<file path="config.mk">
export PLATFORM = sky130hd
export DESIGN_NAME = counter_seq_ctrl
export DESIGN_NICKNAME = d
export VERILOG_FILES = /design/src/rtl/counter_ctrl_pkg.sv /design/src/rtl/ctrl_wait_timer.sv /design/src/rtl/counter_seq_ctrl.sv
export SDC_FILE = /design/constraint.sdc
export NUM_CORES = 1
export LEC_CHECK = 0
export ABC_AREA = 1
export CAP_MARGIN = 20
export CORE_MARGIN = 2
export CORE_UTILIZATION = 45
export DETAILED_ROUTE_END_ITERATION = 6
export PLACE_DENSITY = 0.7
export SKIP_CTS_REPAIR_TIMING = 1
export SLEW_MARGIN = 10
export SYNTH_ARGS = -nofsm -noshare
export SYNTH_HDL_FRONTEND = slang
export SYNTH_SLANG_ARGS = --single-unit
</file>
<file path="constraint.sdc">
create_clock -name clock -period 1.6 [get_ports clock]
set_input_delay 0.4 -clock clock [delete_from_list [all_inputs] [get_ports clock]]
set_output_delay 0.4 -clock clock [all_outputs]
set_load 0.02 [all_outputs]
</file>
<file path="src/rtl/counter_ctrl_pkg.sv">
// Shared definitions for the NAND-counter sequencer: one-hot state encoding,
// state bit positions and the counter feedback width.
package counter_ctrl_pkg;

    localparam int Q_W = 2;

    // Bit positions inside the one-hot state vector
    localparam int S_IDLE   = 0;
    localparam int S_CLEAR  = 1;
    localparam int S_TICK   = 2;
    localparam int S_SETTLE = 3;
    localparam int S_CHECK  = 4;
    localparam int S_DONE   = 5;
    localparam int N_STATES = 6;

    typedef enum logic [N_STATES-1:0] {
        IDLE   = 6'b000001,
        CLEAR  = 6'b000010,
        TICK   = 6'b000100,
        SETTLE = 6'b001000,
        CHECK  = 6'b010000,
        DONE   = 6'b100000
    } state_e;

    // Next value of a free-running 2-bit count (wraps 3 -> 0)
    function automatic logic [Q_W-1:0] q_next(input logic [Q_W-1:0] q);
        return q + 1'b1;
    endfunction

endpackage

</file>
<file path="src/rtl/ctrl_wait_timer.sv">
// Loadable down-counter with a zero flag. Used for both the CLEAR hold time
// and the SETTLE window; it stops at zero until reloaded.
module ctrl_wait_timer #(
    parameter int W = 2
) (
    input  logic         clock,
    input  logic         reset,
    input  logic         i_load,
    input  logic [W-1:0] i_load_val,
    output logic         o_zero
);

    logic [W-1:0] r_cnt;

    // Load on phase entry, otherwise count down and park at zero
    always_ff @(posedge clock) begin
        if (reset) begin
            r_cnt <= '0;
        end else if (i_load) begin
            r_cnt <= i_load_val;
        end else if (r_cnt != '0) begin
            r_cnt <= r_cnt - 1'b1;
        end
    end

    assign o_zero = (r_cnt == '0);

endmodule

</file>
<file path="src/rtl/counter_seq_ctrl.sv">
// Sequencer for the gate-level 2-bit NAND counter: clears it, issues clean
// tick pulses, waits for the ripple to settle and checks the count after
// every tick. Reports done, aborted, sticky mismatch and the wrap count.
module counter_seq_ctrl
    import counter_ctrl_pkg::*;
#(
    parameter int RUN_W      = 8,
    parameter int CLR_CYC    = 2,
    parameter int SETTLE_CYC = 3
) (
    input  logic             clock,
    input  logic             reset,
    input  logic             start,
    input  logic [RUN_W-1:0] run_len,
    input  logic             abort,
    input  logic [Q_W-1:0]   q,
    output logic             cnt_reset_n,
    output logic             cnt_tick,
    output logic             busy,
    output logic             done,
    output logic             aborted,
    output logic             mismatch,
    output logic [RUN_W-1:0] wrap_cnt,
    output logic [Q_W-1:0]   exp_q
);

    localparam int MAX_CYC = (CLR_CYC > SETTLE_CYC) ? CLR_CYC : SETTLE_CYC;
    localparam int TMR_W   = (MAX_CYC > 1) ? $clog2(MAX_CYC) : 1;

    state_e           r_state;
    logic [RUN_W-1:0] r_rem;
    logic [RUN_W-1:0] r_wrap;
    logic [Q_W-1:0]   r_exp;
    logic             r_aborted;
    logic             r_mismatch;

    logic             w_tmr_load;
    logic [TMR_W-1:0] w_tmr_val;
    logic             w_tmr_zero;
    logic [Q_W-1:0]   w_exp_next;
    logic             w_in_run;

    // Saturating increment for the wrap counter
    function automatic logic [RUN_W-1:0] sat_inc(input logic [RUN_W-1:0] v);
        return (v == '1) ? v : v + 1'b1;
    endfunction

    // The timer is (re)loaded on the cycle before CLEAR or SETTLE is entered
    always_comb begin
        w_tmr_load = 1'b0;
        w_tmr_val  = TMR_W'(SETTLE_CYC - 1);
        if (r_state == IDLE) begin
            w_tmr_load = start && (run_len != '0);
            w_tmr_val  = TMR_W'(CLR_CYC - 1);
        end else if (r_state == TICK) begin
            w_tmr_load = !abort;
        end
    end

    ctrl_wait_timer #(
        .W(TMR_W)
    ) u_timer (
        .clock      (clock),
        .reset      (reset),
        .i_load     (w_tmr_load),
        .i_load_val (w_tmr_val),
        .o_zero     (w_tmr_zero)
    );

    assign w_exp_next = q_next(r_exp);
    assign w_in_run   = r_state[S_CLEAR] | r_state[S_TICK] | r_state[S_SETTLE] | r_state[S_CHECK];

    // Main sequencing FSM with the run bookkeeping registers
    always_ff @(posedge clock) begin
        if (reset) begin
            r_state    <= IDLE;
            r_rem      <= '0;
            r_wrap     <= '0;
            r_exp      <= '0;
            r_aborted  <= 1'b0;
            r_mismatch <= 1'b0;
        end else if (w_in_run && abort) begin
            // Abort pre-empts every in-run state, including the CHECK update
            r_state   <= DONE;
            r_aborted <= 1'b1;
        end else begin
            case (r_state)
                IDLE: begin
                    if (start) begin
                        r_rem      <= run_len;
                        r_wrap     <= '0;
                        r_exp      <= '0;
                        r_aborted  <= 1'b0;
                        r_mismatch <= 1'b0;
                        r_state    <= (run_len != '0) ? CLEAR : DONE;
                    end
                end
                CLEAR: begin
                    if (w_tmr_zero) r_state <= TICK;
                end
                TICK: begin
                    r_state <= SETTLE;
                end
                SETTLE: begin
                    if (w_tmr_zero) r_state <= CHECK;
                end
                CHECK: begin
                    if (q != w_exp_next) r_mismatch <= 1'b1;
                    r_exp <= w_exp_next;
                    if (w_exp_next == '0) r_wrap <= sat_inc(r_wrap);
                    r_rem   <= r_rem - 1'b1;
                    r_state <= (r_rem == RUN_W'(1)) ? DONE : TICK;
                end
                DONE: begin
                    r_state <= IDLE;
                end
                default: begin
                    r_state <= IDLE;
                end
            endcase
        end
    end

    // Moore decodes of single state bits keep cnt_tick and cnt_reset_n glitch-free
    assign cnt_reset_n = ~r_state[S_CLEAR];
    assign cnt_tick    = r_state[S_TICK];
    assign done        = r_state[S_DONE];
    assign busy        = ~r_state[S_IDLE];
    assign aborted     = r_aborted;
    assign mismatch    = r_mismatch;
    assign wrap_cnt    = r_wrap;
    assign exp_q       = r_exp;

endmodule

</file>
### After elaboration in Yosys (flattened, before gate mapping)

Index checks and enable logic that the tools add are counted.

* register bits after elaboration: 28
* output and inout bits: 16

* add/sub/neg operators: 4
* eq/ne operators: 17
* multiplexer cells: 25
* bitwise operators: 6
* reduce and logical (&&, ||, !) cells: 18

Operators with widths (number)
* 6-bit two-way mux: 6
* 8-bit two-way mux: 4
* 8-bit one-hot mux with 2 select lines: 2
* 6-bit one-hot mux with 5 select lines: 1
* 2-bit nonzero test: 5
* 3-bit by 2-bit inequality test with 1-bit output (second input constant): 3
* 3-bit AND reduction: 3
* 8-bit by 1-bit adder with 8-bit output (second input constant): 1
* 8-bit by 1-bit equality test with 1-bit output (second input constant): 1
* 8-bit equality test (second input constant): 1
* 2-bit two-way mux: 4
* 2-bit inequality test (second input constant): 4
* 8-bit nonzero test: 1
* 8-bit by 1-bit subtractor with 8-bit output (second input constant): 1
* 6-bit by 1-bit equality test with 1-bit output (second input constant): 1
* 6-bit by 2-bit equality test with 1-bit output (second input constant): 1
* 6-bit by 3-bit equality test with 1-bit output (second input constant): 1
* 6-bit by 4-bit equality test with 1-bit output (second input constant): 1
* 6-bit by 5-bit equality test with 1-bit output (second input constant): 1
* 1-bit two-way mux: 6
* 5-bit AND reduction: 1
* 2-bit zero test: 2
* 2-bit by 1-bit inequality test with 1-bit output (second input constant): 2
* 2-bit one-hot mux with 2 select lines: 1
* other kinds (11): 16

### Logic depth before layout (Yosys ltp)

* word-level depth: 6
* mapped depth: 10
* mapped depth without buffers: 10

### Modules after synthesis

From an unflattened synthesis, not the netlist that was laid out.

* cell total of the unflattened synthesis: 270
* area, all modules: 1800.5 sq um

Modules (own cells, without submodules)
* counter_seq_ctrl: instances 1, cells each 253, area an instance 1686.6 sq um
* ctrl_wait_timer: instances 1, cells each 17, area an instance 113.9 sq um

### Least setup slack after synthesis

OpenSTA, ideal clock, no wires.

* path type: register to register
* from: register r_wrap[1] (netlist: wrap_cnt[1])
* to: register r_wrap[2] (netlist: wrap_cnt[2])
* arrival time: 1.367 ns
* required time: 1.488 ns
* path slack: 0.121 ns
* stages on the path, launching flop included: 10
* clock period less this slack: 1.479 ns
* cells stage by stage: dfxtp_1 ha_1 nand2_1 nor2_1 nand2_1 a21o_1 nand3_1 inv_1 nor2_1 nor2_1

* cells in the longest elaborated chain, start to end: 4

Ends and longest elaborated chain
* start, declared: RTL line counter_seq_ctrl.sv:32 `logic [RUN_W-1:0] r_wrap;`
* start signal, assigned: RTL line counter_seq_ctrl.sv:110 `if (w_exp_next == '0) r_wrap <= sat_inc(r_wrap);`
* 8-bit by 1-bit adder with 8-bit output: RTL line counter_seq_ctrl.sv:45 `return (v == '1) ? v : v + 1'b1;`
* 8-bit two-way mux: RTL line counter_seq_ctrl.sv:45
* 8-bit two-way mux: RTL line counter_seq_ctrl.sv:110
* 8-bit one-hot mux with 2 select lines: RTL line counter_seq_ctrl.sv:87 `case (r_state)`

Parallel ways exist; a longest one is shown, timed or not. The select of a mux whose other input is x is not followed.
A chain may end at the register's enable or synchronous reset.

### Worst setup path in the final report

* from: register r_state[2]
* to: register r_rem[6]

* cells in the longest elaborated chain, start to end: 6

Ends and longest elaborated chain
* start, declared: RTL line counter_seq_ctrl.sv:30 `state_e r_state;`
* start signal, assigned: RTL line counter_seq_ctrl.sv:95 `r_state <= (run_len != '0) ? CLEAR : DONE;`
* start signal, assigned: RTL line counter_seq_ctrl.sv:112 `r_state <= (r_rem == RUN_W'(1)) ? DONE : TICK;`
* 1-bit OR (3 in series): RTL line counter_seq_ctrl.sv:71 `assign w_in_run = r_state[S_CLEAR] | r_state[S_TICK] | r_state[S_SETTLE] | r_state[S_CHECK];`
* 1-bit logical AND: RTL line counter_seq_ctrl.sv:82 `end else if (w_in_run && abort) begin`
* 1-bit NOT (no source line)
* 3-bit AND reduction (no source line)
* end signal, assigned: RTL line counter_seq_ctrl.sv:90 `r_rem <= run_len;`
* end signal, assigned: RTL line counter_seq_ctrl.sv:111 `r_rem <= r_rem - 1'b1;`
* end, declared: RTL line counter_seq_ctrl.sv:31 `logic [RUN_W-1:0] r_rem;`

Parallel ways exist; a longest one is shown, timed or not.

==> impl_metrics.env <==
export IMPL_status="completed"
export IMPL_drtAntennaViolNets=0
export IMPL_cap_violations=0
export IMPL_cts_sinks=28
export IMPL_worst_endpoint_arrival_ns=1.66
export IMPL_min_path_type="reg2reg"
export IMPL_mostFrequentLayoutCells="nand2_1, nor2_1, inv_1"
export IMPL_slew_viol_final=0
export IMPL_syn_nets=283
export IMPL_h_tree_depth=1
export IMPL_grt_pass1_vias=1687
export IMPL_ys_seq_elements=28
export IMPL_cts_buffer_depth=2
export IMPL_ir_worst_vdd_mv=0.466
export IMPL_final_common_cell="nand2_1"
export IMPL_drive_above_1_share_pct=16.9
export IMPL_rows=22
export IMPL_period_minus_slack_ns=1.48
export IMPL_fin_crit_sh_pct=92.4
export IMPL_crit_slowest_cell="dfxtp_1"
export IMPL_avgRoutedWirePerCell_microns=11.5
export IMPL_final_core_util_pct=64.1
export IMPL_io_pins=30
export IMPL_grt_start_max_net_pins=16
export IMPL_gp_congestion=0.876
export IMPL_hold_ws_ns=0.474
export IMPL_end_kind="flop"
export IMPL_start_kind="flop"
export IMPL_slew_headroom_pct=69.3
export IMPL_cp_max_fo=15
export IMPL_yosysWarnings=0
export IMPL_path_cells="nor2_4 -> nand3_2 -> nand2_2 -> inv_2 -> nor2_4 -> buf_12 -> nand2_1 -> a21oi_2 -> nor2_1"
export IMPL_avgSynthCellArea_sq_um=6.63
export IMPL_die_x_microns=66.3
export IMPL_p_per_area_mw_per_mm2=879
export IMPL_dp_hpwl_microns=3260
export IMPL_cts_made_buffers=3
export IMPL_synth_cell_type_count=32
export IMPL_worstPathRequired_ns=1.78
export IMPL_io_buffers=29
export IMPL_clkTransAtPathRegs_ns=0.10
export IMPL_grt_pass1_wl_microns=7200
export IMPL_start_util_pct=47.4
export IMPL_crit_top_cell="nor2_4"
export IMPL_p_leak_nw=1.29
export IMPL_critPathKind="reg2reg"
export IMPL_grt_usage_pct=21.0
export IMPL_slowest_delay_ns=0.37
export IMPL_fmax_mhz=676
export IMPL_vias_per_cell=5.00
export IMPL_fp_dieH_microns=66.3
export IMPL_routed_wirelength_microns=4160
export IMPL_vias=1809
export IMPL_syn_inst=264
export IMPL_clk_latency_ns=0.28
export IMPL_cts_tree="done"
export IMPL_grt_antenna_before_repair=0
export IMPL_core_sq_mm=0.00369
export IMPL_root_buffer="clkbuf_8"
export IMPL_diodes=0
export IMPL_synth_area_sq_mm=0.00175
export IMPL_r2r_cells=9
export IMPL_finClkSkew_ns=0.00143
export IMPL_drc=0
export IMPL_finalSetupViolCount=0
export IMPL_drt_iter0_drc=71
export IMPL_finalHoldViolations=0
export IMPL_die_area_sq_mm=0.00440
export IMPL_dr_pass1_iters=4
export IMPL_area_delta_synth_final_pct=35.1
export IMPL_whs_path_depth=2
export IMPL_grt_overflow=0
export IMPL_yosysSeqAreaShare_pct=32.0
export IMPL_worstMarginPinSlew_ns=0.459
export IMPL_nNetsFinal=334
## path summary, 6_finish.rpt
check,from,endpoint,slack [ns]
worst min register to register,aborted,aborted,0.47
worst min-delay path,aborted,aborted,0.47
worst max-delay path,r_state[2],r_rem[6],0.12
worst max register to register,r_state[2],r_rem[6],0.12
## cell type report
cell class              count  area (sq um)
well taps                  48          60.1
multi-input cells         193          1010
fillers                   343          1330
flip-flops and latches     28           564
inverters                  37           145
repair buffers             52           528
clock buffers               4          55.1
## cell families after synthesis
kind of cell | count (synthesis) | share of synthesized area [%]
adder cells (fa/ha/maj) | 5 | 3.58
AND/OR/NAND/NOR | 144 | 39.3
buffers and inverters | 43 | 10.6
flip-flops | 28 | 32.0
XOR/XNOR | 4 | 2.00
multiplexers | 1 | 0.572
AO/OA/AOI/OAI | 39 | 11.9
## cell usage after synthesis
| cell | n | area, sq um |
|---|---|---|
| a21o_1 | 1 | 7.51 |
| a21oi_1 | 17 | 85.1 |
| a21oi_2 | 2 | 17.5 |
| buf_2 | 2 | 10.0 |
| buf_4 | 1 | 7.51 |
| buf_6 | 2 | 22.5 |
| clkbuf_1 | 1 | 3.75 |
| dfxtp_1 | 28 | 561 |
| ha_1 | 5 | 62.6 |
| inv_1 | 33 | 124 |
| inv_2 | 3 | 11.3 |
| inv_4 | 1 | 6.26 |
| mux2i_1 | 1 | 10.0 |
| nand2_1 | 49 | 184 |
| nand2_2 | 2 | 12.5 |
| nand2_4 | 1 | 11.3 |
| nand3_1 | 27 | 135 |
| nand3_2 | 3 | 30.0 |
| nand3b_1 | 1 | 7.51 |
| nand4_1 | 5 | 31.3 |
| nand4_4 | 1 | 21.3 |
| nor2_1 | 41 | 154 |
| nor2_2 | 2 | 12.5 |
| nor2_4 | 4 | 45.0 |
| nor3_1 | 6 | 30.0 |
| nor4_1 | 1 | 6.26 |
| o21ai_0 | 15 | 75.1 |
| o21ai_1 | 3 | 15.0 |
| o21ai_2 | 1 | 8.76 |
| or2_2 | 1 | 6.26 |
| xnor2_1 | 3 | 26.3 |
| xor2_1 | 1 | 8.76 |
## flip-flops by register name (all words and copies together) (netlist names)
signal and cells:
mismatch 1, r_state 6, aborted 1, u_timer.r_cnt 2, r_rem 8, wrap_cnt 8, exp_q 2
## per-layer routing
layer | track usage, % | vias up | routed length (microns)
met2 | 35.5 | 54 | 1890
met1 | 27.5 | 793 | 2000
met5 | 0 | - | 0
li1 | - | 956 | -
met4 | 7.14 | 0 | 65
met3 | 2.39 | 6 | 201
## metrics by stage
step                cells  total power, W  setup TNS [ns]  area (sq um)  setup slack (ns)
floorplan             264         0.00139               0          1750             0.121
global placement      354         0.00163           -1.24          2220           -0.0969
detailed placement    354         0.00164           -1.62          2220            -0.129
CTS                   358         0.00208           -1.47          2280            -0.191
global route          362         0.00223        -0.00431          2360          -0.00431
finish                362         0.00208               0          2360             0.122
## critical path, delay by kind of cell (launching register included)
family | cells | cell delay [ns]
AO/OA/AOI/OAI | 1 | 0.09
buffers and inverters | 2 | 0.21
flip-flops | 1 | 0.37
AND/OR/NAND/NOR | 6 | 0.71
## power breakdown
group	leakage, nW	switching, W	internal [W]
registers	0.231	0.0000708	0.000772
logic	1.03	0.000449	0.000339
clock network	0.0288	0.000226	0.000221
Power figures use the tool's default switching activity.
